===== src/rtl/wb_led_pkg.sv =====
// ---------------------------------------------------------------------------
// wb_led_pkg
// Shared definitions for the Wishbone LED controller:
//   - register offsets inside the 256-byte window
//   - the read-only ID constant
//   - LED and PERIOD register widths
//   - register-select enum, offset decoder and byte-lane merge helper
// ---------------------------------------------------------------------------
package wb_led_pkg;

   localparam int unsigned LED_W    = 8;
   localparam int unsigned PERIOD_W = 24;

   localparam logic [7:0] OFF_LED    = 8'h00;
   localparam logic [7:0] OFF_BLINK  = 8'h04;
   localparam logic [7:0] OFF_PERIOD = 8'h08;
   localparam logic [7:0] OFF_ID     = 8'h0C;

   localparam logic [31:0] ID_VALUE = 32'h4C45_4431;

   typedef enum logic [2:0] {
      REG_LED,
      REG_BLINK,
      REG_PERIOD,
      REG_ID,
      REG_NONE
   } reg_sel_e;

   function automatic reg_sel_e decode_offset(input logic [7:0] off);
      case (off)
         OFF_LED:    return REG_LED;
         OFF_BLINK:  return REG_BLINK;
         OFF_PERIOD: return REG_PERIOD;
         OFF_ID:     return REG_ID;
         default:    return REG_NONE;
      endcase
   endfunction

   // Replace only the byte lanes whose select bit is set.
   function automatic logic [31:0] byte_merge(input logic [31:0] old_val,
                                              input logic [31:0] new_val,
                                              input logic [3:0]  sel);
      logic [31:0] r;
      r = old_val;
      for (int i = 0; i < 4; i++) begin
         if (sel[i]) r[8*i +: 8] = new_val[8*i +: 8];
      end
      return r;
   endfunction

endpackage


===== src/rtl/led_blinker.sv =====
// ---------------------------------------------------------------------------
// led_blinker
// Free-running half-period timer that toggles a blink phase.
//   clk_i       : clock
//   rst_i       : synchronous active-high reset
//   period_i    : half-period in clocks; 0 stops the timer with phase low
//   period_wr_i : pulse when PERIOD is written; restarts the timer
//   phase_o     : current blink phase
// ---------------------------------------------------------------------------
module led_blinker
   import wb_led_pkg::*;
(
   input  logic                clk_i,
   input  logic                rst_i,
   input  logic [PERIOD_W-1:0] period_i,
   input  logic                period_wr_i,
   output logic                phase_o
);

   logic [PERIOD_W-1:0] cnt_q, cnt_d;
   logic                phase_q, phase_d;

   // NOTE: every variable gets a default at the top of always_comb so no
   // path leaves it unassigned; otherwise synthesis infers a latch.
   always_comb begin
      cnt_d   = cnt_q;
      phase_d = phase_q;
      // A PERIOD write outranks a wrap landing in the same cycle.
      if (period_wr_i || (period_i == '0)) begin
         cnt_d   = '0;
         phase_d = 1'b0;
      end else if (cnt_q == period_i - PERIOD_W'(1)) begin
         cnt_d   = '0;
         phase_d = ~phase_q;
      end else begin
         cnt_d = cnt_q + PERIOD_W'(1);
      end
   end

   // NOTE: state registers use non-blocking assignments so every flop
   // samples pre-edge values regardless of statement order.
   always_ff @(posedge clk_i) begin
      if (rst_i) begin
         cnt_q   <= '0;
         phase_q <= 1'b0;
      end else begin
         cnt_q   <= cnt_d;
         phase_q <= phase_d;
      end
   end

   assign phase_o = phase_q;

endmodule


===== src/rtl/wb_led_ctrl.sv =====
// ---------------------------------------------------------------------------
// wb_led_ctrl
// Wishbone slave with LED, blink-enable, blink-period and ID registers,
// driving 8 LEDs on the user IO bus.
//   wb_clk_i / wb_rst_i : clock, synchronous active-high reset
//   wbs_*               : Wishbone slave port (ack one cycle after request)
//   io_out / io_oeb     : user IO values and active-low output enables
// ---------------------------------------------------------------------------
module wb_led_ctrl
   import wb_led_pkg::*;
#(
   parameter logic [31:0] BASE_ADDR = 32'h3000_0000,
   parameter int unsigned LED_LSB   = 18,
   parameter int unsigned NUM_LEDS  = 8
) (
   input  logic        wb_clk_i,
   input  logic        wb_rst_i,
   input  logic        wbs_cyc_i,
   input  logic        wbs_stb_i,
   input  logic        wbs_we_i,
   input  logic [3:0]  wbs_sel_i,
   input  logic [31:0] wbs_adr_i,
   input  logic [31:0] wbs_dat_i,
   output logic        wbs_ack_o,
   output logic [31:0] wbs_dat_o,
   output logic [37:0] io_out,
   output logic [37:0] io_oeb
);

   logic                req;
   logic                ack_q, ack_d;
   logic                wr_stb;
   logic                period_wr;
   logic                phase;
   reg_sel_e            reg_sel;
   logic [31:0]         rdata;
   logic [31:0]         dat_q;
   logic [LED_W-1:0]    led_q, led_d;
   logic [LED_W-1:0]    blink_q, blink_d;
   logic [PERIOD_W-1:0] period_q, period_d;
   logic [NUM_LEDS-1:0] led_out_q;

   assign req     = wbs_cyc_i & wbs_stb_i & (wbs_adr_i[31:8] == BASE_ADDR[31:8]);
   // Ack_q low gates the next request, giving at most one ack per two cycles.
   assign ack_d   = req & ~ack_q;
   // Writes land on the edge that raises ack, so they are visible in the
   // ack cycle; a reset on that edge drops both ack and write.
   assign wr_stb  = ack_d & wbs_we_i;
   assign reg_sel = decode_offset(wbs_adr_i[7:0]);

   always_comb begin
      led_d    = led_q;
      blink_d  = blink_q;
      period_d = period_q;
      rdata    = '0;
      case (reg_sel)
         REG_LED: begin
            rdata = 32'(led_q);
            if (wr_stb) led_d = LED_W'(byte_merge(32'(led_q), wbs_dat_i, wbs_sel_i));
         end
         REG_BLINK: begin
            rdata = 32'(blink_q);
            if (wr_stb) blink_d = LED_W'(byte_merge(32'(blink_q), wbs_dat_i, wbs_sel_i));
         end
         REG_PERIOD: begin
            rdata = 32'(period_q);
            if (wr_stb) period_d = PERIOD_W'(byte_merge(32'(period_q), wbs_dat_i, wbs_sel_i));
         end
         REG_ID:  rdata = ID_VALUE;
         default: rdata = '0;
      endcase
   end

   assign period_wr = wr_stb & (reg_sel == REG_PERIOD);

   always_ff @(posedge wb_clk_i) begin
      if (wb_rst_i) begin
         ack_q     <= 1'b0;
         dat_q     <= '0;
         led_q     <= '0;
         blink_q   <= '0;
         period_q  <= '0;
         led_out_q <= '0;
      end else begin
         ack_q     <= ack_d;
         dat_q     <= ack_d ? rdata : '0;
         led_q     <= led_d;
         blink_q   <= blink_d;
         period_q  <= period_d;
         led_out_q <= led_q ^ (blink_q & {LED_W{phase}});
      end
   end

   led_blinker u_blinker (
      .clk_i       (wb_clk_i),
      .rst_i       (wb_rst_i),
      .period_i    (period_q),
      .period_wr_i (period_wr),
      .phase_o     (phase)
   );

   assign wbs_ack_o = ack_q;
   assign wbs_dat_o = dat_q;

   always_comb begin
      io_out                       = '0;
      io_out[LED_LSB +: NUM_LEDS]  = led_out_q;
      io_oeb                       = '1;
      io_oeb[LED_LSB +: NUM_LEDS]  = '0;
   end

endmodule


===== config.mk =====
export PLATFORM = sky130hd
export DESIGN_NAME = wb_led_ctrl
export DESIGN_NICKNAME = d
export VERILOG_FILES = /design/src/rtl/wb_led_pkg.sv /design/src/rtl/led_blinker.sv /design/src/rtl/wb_led_ctrl.sv
export SDC_FILE = /design/constraint.sdc
export NUM_CORES = 1
export LEC_CHECK = 0
export BUFFER_PORTS_ARGS = -buffer_cell sky130_fd_sc_hd__buf_4
export CAP_MARGIN = 10
export CORE_MARGIN = 5
export CORE_UTILIZATION = 50
export CTS_CLUSTER_DIAMETER = 150
export DETAILED_ROUTE_END_ITERATION = 10
export PLACE_DENSITY = 0.78
export SYNTH_ARGS = -nofsm -noshare
export SYNTH_HDL_FRONTEND = slang
export SYNTH_HIERARCHICAL = 1
export SYNTH_SLANG_ARGS = --single-unit

===== constraint.sdc =====
create_clock -name wb_clk_i -period 4.5 [get_ports wb_clk_i]
set_input_delay 0.9 -clock wb_clk_i [delete_from_list [all_inputs] [get_ports wb_clk_i]]
set_output_delay 0.9 -clock wb_clk_i [all_outputs]
set_load 0.05 [all_outputs]

* Word-level counts from Yosys, hierarchy flattened
Cells that the tools add are included.
** Cells by class
- Muxes and demuxes :: 2
- Eq/ne operators :: 8
- Bitwise operators :: 10
- Reduce and logical (&&, ||, !) cells :: 12
- Add/subtract/negate cells :: 2
** Operators with widths (number)
- $pmux 31 s4 :: 1
- $add 24x1->24 const B :: 1
- $eq 24x22->1 const B :: 1
- $eq 24x24->1 :: 1
- $logic_not 24->1 :: 1
- $sub 24x1->24 const B :: 1
- $eq 8x4->1 const B :: 2
- $reduce_and 3->1 :: 5
- $pmux 3 s4 :: 1
- $and 8x8->8 :: 1
- $eq 8x3->1 const B :: 1
- $logic_not 8->1 :: 1
- $xor 8x8->8 :: 1
- $eq 3x2->1 const B :: 2
- $and 1x1->1 :: 5
- $reduce_or 2->1 :: 2
- $eq 3x1->1 const B :: 1
- $logic_not 3->1 :: 1
- $not 1->1 :: 3
- $reduce_or 3->1 :: 1
- $logic_or 1x1->1 :: 1
** Word-level totals
- Register bits :: 106
- Bits of input ports :: 73

* Logic depth before layout (Yosys ltp)
- Depth in word-level cells :: 7
- Mapped depth :: 11
- Gate-level depth less buffers :: 9

* Modules after synthesis
The synthesis kept the hierarchy.
** By module, submodules not included
- wb_led_ctrl :: instances 1, cells an instance 387, area an instance 3638.5 µm²
- led_blinker :: instances 1, cells an instance 254, area an instance 2004.4 µm²

* Worst setup path before layout
No wires, ideal clock.
- Path type :: register to register
- Start :: reg period_q[5]
- End :: reg u_blinker.cnt_q[10]
- Stages on the path, launching flop included :: 11
- Slack :: 1.350 ns
- Data required time :: 4.368 ns
- Arrival :: 3.018 ns
- Buffers on the path :: 3
- Cell sequence :: dfxtp_1 > buf_6 > or4_1 > clkbuf_2 > or4b_4 > or4_1 > a22oi_2 > nand2_1 > nor4_4 > buf_6 > nor3_1
** On the way
- Cells in the longest elaborated chain, start to end :: 3
** RTL lines
- from (decl) :: line wb_led_ctrl.sv:40 : logic [PERIOD_W-1:0] period_q, period_d;
- from (signal assigned) :: line wb_led_ctrl.sv:89 : period_q <= period_d;
- $sub 24x1->24 / $logic_not 24->1 (equally long branches) :: line led_blinker.sv:32, led_blinker.sv:29
- $eq 24x24->1 / $logic_or 1x1->1 (equally long branches) :: line led_blinker.sv:32, led_blinker.sv:29
- $reduce_or 3->1 (no line) *
- to (signal assigned) :: line led_blinker.sv:47 : cnt_q <= cnt_d;
- to (decl) :: line led_blinker.sv:20 : logic [PERIOD_W-1:0] cnt_q, cnt_d;
Mark *: on every way between the ends. The rest lies on a longest branch, timed or not.
A chain may end at the register's enable or synchronous reset.

* Worst setup path after layout
- Start :: reg period_q[0]
- End :: reg u_blinker.cnt_q[9]
Same word-level chain as after synthesis.

==> flow_metrics.tcl <==
set metrics [dict create \
    start_util_pct 51.6 \
    yosysWarningCount 6 \
    hpwl_um 10300 \
    rrSetupSlack_ns 1.02 \
    vdd_drop_max_uv 315 \
    area_growth_syn_to_layout_pct 13.7 \
    dr_total_vias 4704 \
    cts_max_path_bufs 2 \
    drt_iter0_drc 275 \
    crit_path_end_kind "register" \
    die_w_um 116 \
    cts.hold.buffers_added 0 \
    worst_setup_path_start_kind "register" \
    unrepaired_setup_endpoints_after_global_routing "false" \
    switchingPower_uw 506 \
    placeableCoreArea_um2 10900 \
    slowest_delay_ns 0.78 \
    cts.htree.levels 3 \
    timing.hold.worst.start "blink_q[1]$_SDFFE_PP0P_" \
    post_synthesis_instance_area_um2 5640 \
    ant_nets 0 \
    design.final.nets 790 \
    ios 182 \
    critical_path.reg2reg.startpoint "period_q[0]$_SDFFE_PP0P_" \
    clkTransAtPathRegs_ns 0.07 \
    grt.total_usage_pct 20.8 \
    synth_largest_type_area_fraction_pct 35.1 \
    antenna-diode-count 0 \
    fillCellCount 987 \
    post_route_clock_skew_ns 0.00654 \
    critical_path_required_ns 4.70 \
    grt_pass1_vias 4555 \
    proportion_of_layout_cells_with_a_drive_suffix_above_1_pct 19.1 \
    post_synth_inst_count 641 \
    cts_made_buffers 9 \
    hold_crit_depth 2 \
    sequential_cell_area_um2 1980 \
    power.share.clock_pct 41.5 \
    die_outline_height_um 116 \
    drt_drc_violations_left 0 \
    synth_edf_count 0 \
    synth-seq-cells 99 \
    maxCapViolations 0 \
    layout_min_cycle_time_ns 3.48 \
    max_freq_mhz 288 \
    standard_cell_with_the_maximum_stage_delay_on_the_critical_path "sky130_fd_sc_hd__or4b_2" \
    power.internal_uw 1350 \
    grt_pass1_wl_um 22400 \
    grt_start_max_net_pins 62 \
    total_leakage_power_uw 0.00267 \
    status "finished clean" \
    relSlewSlack_pct 37.4 \
    synth_area_leader_cell "sky130_fd_sc_hd__dfxtp_1" \
    rr_endpoint "u_blinker/cnt_q[9]$_SDFF_PP0_" \
    ys_top_cells_by_area "sky130_fd_sc_hd__dfxtp_1, sky130_fd_sc_hd__buf_4, sky130_fd_sc_hd__mux2i_1" \
    drt_first_pass_iters 7 \
    synth_cell_types 57 \
    cts_repair_resize_count 0 \
    ctsRootBufferMaster "sky130_fd_sc_hd__clkbuf_16" \
    avgSynthCellArea_um2 8.80 \
    path_max_fanout 24 \
    yosys-top-cells-count "sky130_fd_sc_hd__dfxtp_1, sky130_fd_sc_hd__buf_4, sky130_fd_sc_hd__nor2_1" \
    final_hold_viol_count 0 \
    design.die.area_um2 13500 \
    seqPwrFrac_pct 47.1 \
    routedWlPerCell_um 16.2 \
    timing.final.crit_share_pct 77.3 \
    hold_path_class "reg2reg" \
    clk_latency_ns 0.35 \
    r2r_worst_path_depth 10 \
    grt_antenna_before_repair 0 \
    buffer_ports.inserted 99 \
    cts.sinks 99 \
    async_set_reset_flop_share_out_of_synthesis_pct 0 \
    power.share.switching_pct 27.2 \
    synth_ff_type "sky130_fd_sc_hd__dfxtp_1" \
    hold-path-endpoint "blink_q[1]$_SDFFE_PP0P_" \
    finalMaxSlewViolations 0 \
    worst_slew_pin_slew_ns 0.931 \
    grt_remaining_overflow 0 \
    seq_total_area_yosys_pct 35.1 \
    drt_wl_total_um 13900 \
    place.gp.congestion 0.887 \
    total_power_consumption_of_the_routed_design_uw 1860 \
    data_arrival_time_at_the_worst_slack_endpoint_ns 3.67 \
    cts_tree "built" \
    cts.repair_timing.setup_buffer_count 0 \
    drt-vias-per-instance 5.48 \
    critical_path_class "reg2reg" \
    worstPathCellList "inv_1 -> ha_1 -> or4b_2 -> nor4_1 -> xor2_1 -> o31ai_1 -> nor2_1 -> nor4_4 -> buf_4 -> nor3_1" \
    setup_viol 0 \
    multi_input_gate_area_um2 3160 \
    rows 38 \
    comb_power_share_pct 11.4 \
    total_negative_setup_slacks_ns 0 \
    post-synth-top-count-cell "sky130_fd_sc_hd__dfxtp_1" \
    power_density_nw_per_um2 290 \
]
==> routing by layer <==
| layer | GRT usage (%) | up-vias | share of wire, % |
|---|---|---|---|
| met4 | 6.50 | 0 | 1.4 |
| met2 | 33.5 | 173 | 48 |
| met5 | 0 | - | 0 |
| met1 | 27.8 | 2249 | 43 |
| met3 | 4.87 | 20 | 7.0 |
| li1 | - | 2262 | - |
==> metrics by stage <==
stage               setup WS, ns  hold slack (ns)  util, %  cells  instance area (um^2)
floorplan                   1.35            0.451        -    712                  5910
global placement            1.16            0.476     56.0    844                  6120
detailed placement          1.02            0.490     56.0    844                  6120
CTS                         1.02            0.502     58.7    859                  6410
global route               0.764            0.529     58.7    859                  6410
finish                      1.02            0.499     58.7    859                  6410
==> how the worst max path moves through the flow <==
stage                     slack, ns  cells past startpoint                     start                              to
after floorplan                1.35                     10  period_q[5]$_SDFFE_PP0P_  u_blinker/cnt_q[10]$_SDFF_PP0_
after global placement         1.16                      8  period_q[5]$_SDFFE_PP0P_   u_blinker/cnt_q[1]$_SDFF_PP0_
after CTS                      1.02                     10  period_q[0]$_SDFFE_PP0P_  u_blinker/cnt_q[16]$_SDFF_PP0_
after global routing           0.76                     10  period_q[0]$_SDFFE_PP0P_  u_blinker/cnt_q[16]$_SDFF_PP0_
after detailed placement       1.02                     10  period_q[0]$_SDFFE_PP0P_   u_blinker/cnt_q[9]$_SDFF_PP0_
final                          1.02                     10  period_q[0]$_SDFFE_PP0P_   u_blinker/cnt_q[9]$_SDFF_PP0_
==> state kept, by name, summed over array words and instances, names as in the netlist <==
| name | flops |
|---|---|
| wbs_dat_o | 25 |
| period_q | 24 |
| u_blinker/cnt_q | 24 |
| blink_q | 8 |
| led_out_q | 8 |
| led_q | 8 |
| u_blinker/phase_o | 1 |
| wbs_ack_o | 1 |
==> cells by family after synthesis <==
kind of cell / synth area share (%)
buffers and inverters: 13.6
AO/OA/AOI/OAI: 9.38
flip-flops: 35.1
other: 0.133
adder cells (fa/ha/maj): 0.443
multiplexers: 5.92
AND/OR/NAND/NOR: 26.5
XOR/XNOR: 8.85
==> final cells by class <==
class | count | share of cell area [%]
clock buffers | 10 | 3.57
clock inverters | 5 | 0.975
inverters | 9 | 0.527
multi-input cells | 493 | 49.2
flip-flops and latches | 99 | 30.9
well taps | 140 | 2.73
repair buffers | 103 | 12.1
==> power groups by stage <==
| stage | Combinational [uW] | Clock, uW | Sequential [uW] |
|---|---|---|---|
| after floorplan | 210 | 0 | 896 |
| after global placement | 209 | 0 | 896 |
| after detailed placement | 211 | 0 | 896 |
| after CTS | 211 | 785 | 876 |
| after global routing | 223 | 819 | 875 |
| final | 213 | 772 | 876 |
==> worst max-delay path, delay by kind of cell (launching register included) <==
| family | cells | cell delay, ns |
|---|---|---|
| DFF | 1 | 0.38 |
| buffers and inverters | 2 | 0.38 |
| adders and majority gates | 1 | 0.21 |
| AOI/OAI and AO/OA | 1 | 0.31 |
| xor gates and xnor gates | 1 | 0.14 |
| and+or+nand+nor | 5 | 1.87 |
==> placed cells by master (no fill, tap or decap), types with 6 or more instances in the layout <==
cell                        count
sky130_fd_sc_hd__clkbuf_16      9
sky130_fd_sc_hd__buf_4        103
sky130_fd_sc_hd__nand4_1       33
sky130_fd_sc_hd__xor2_1        25
sky130_fd_sc_hd__or3_1          7
sky130_fd_sc_hd__o31ai_1       19
sky130_fd_sc_hd__nor2b_1        6
sky130_fd_sc_hd__mux2i_1       30
sky130_fd_sc_hd__nand3_1        8
sky130_fd_sc_hd__conb_1        73
sky130_fd_sc_hd__and2_1        15
sky130_fd_sc_hd__o211a_1        6
sky130_fd_sc_hd__nor3_1        30
sky130_fd_sc_hd__nand2b_1      38
sky130_fd_sc_hd__a21oi_1       25
sky130_fd_sc_hd__nor2_1        46
sky130_fd_sc_hd__or4_1          9
sky130_fd_sc_hd__nand2_1       21
sky130_fd_sc_hd__nor4_1        10
sky130_fd_sc_hd__dfxtp_1       99
sky130_fd_sc_hd__xnor2_1       32
sky130_fd_sc_hd__inv_1          9
No activity file was read; power rests on OpenSTA's default activity.
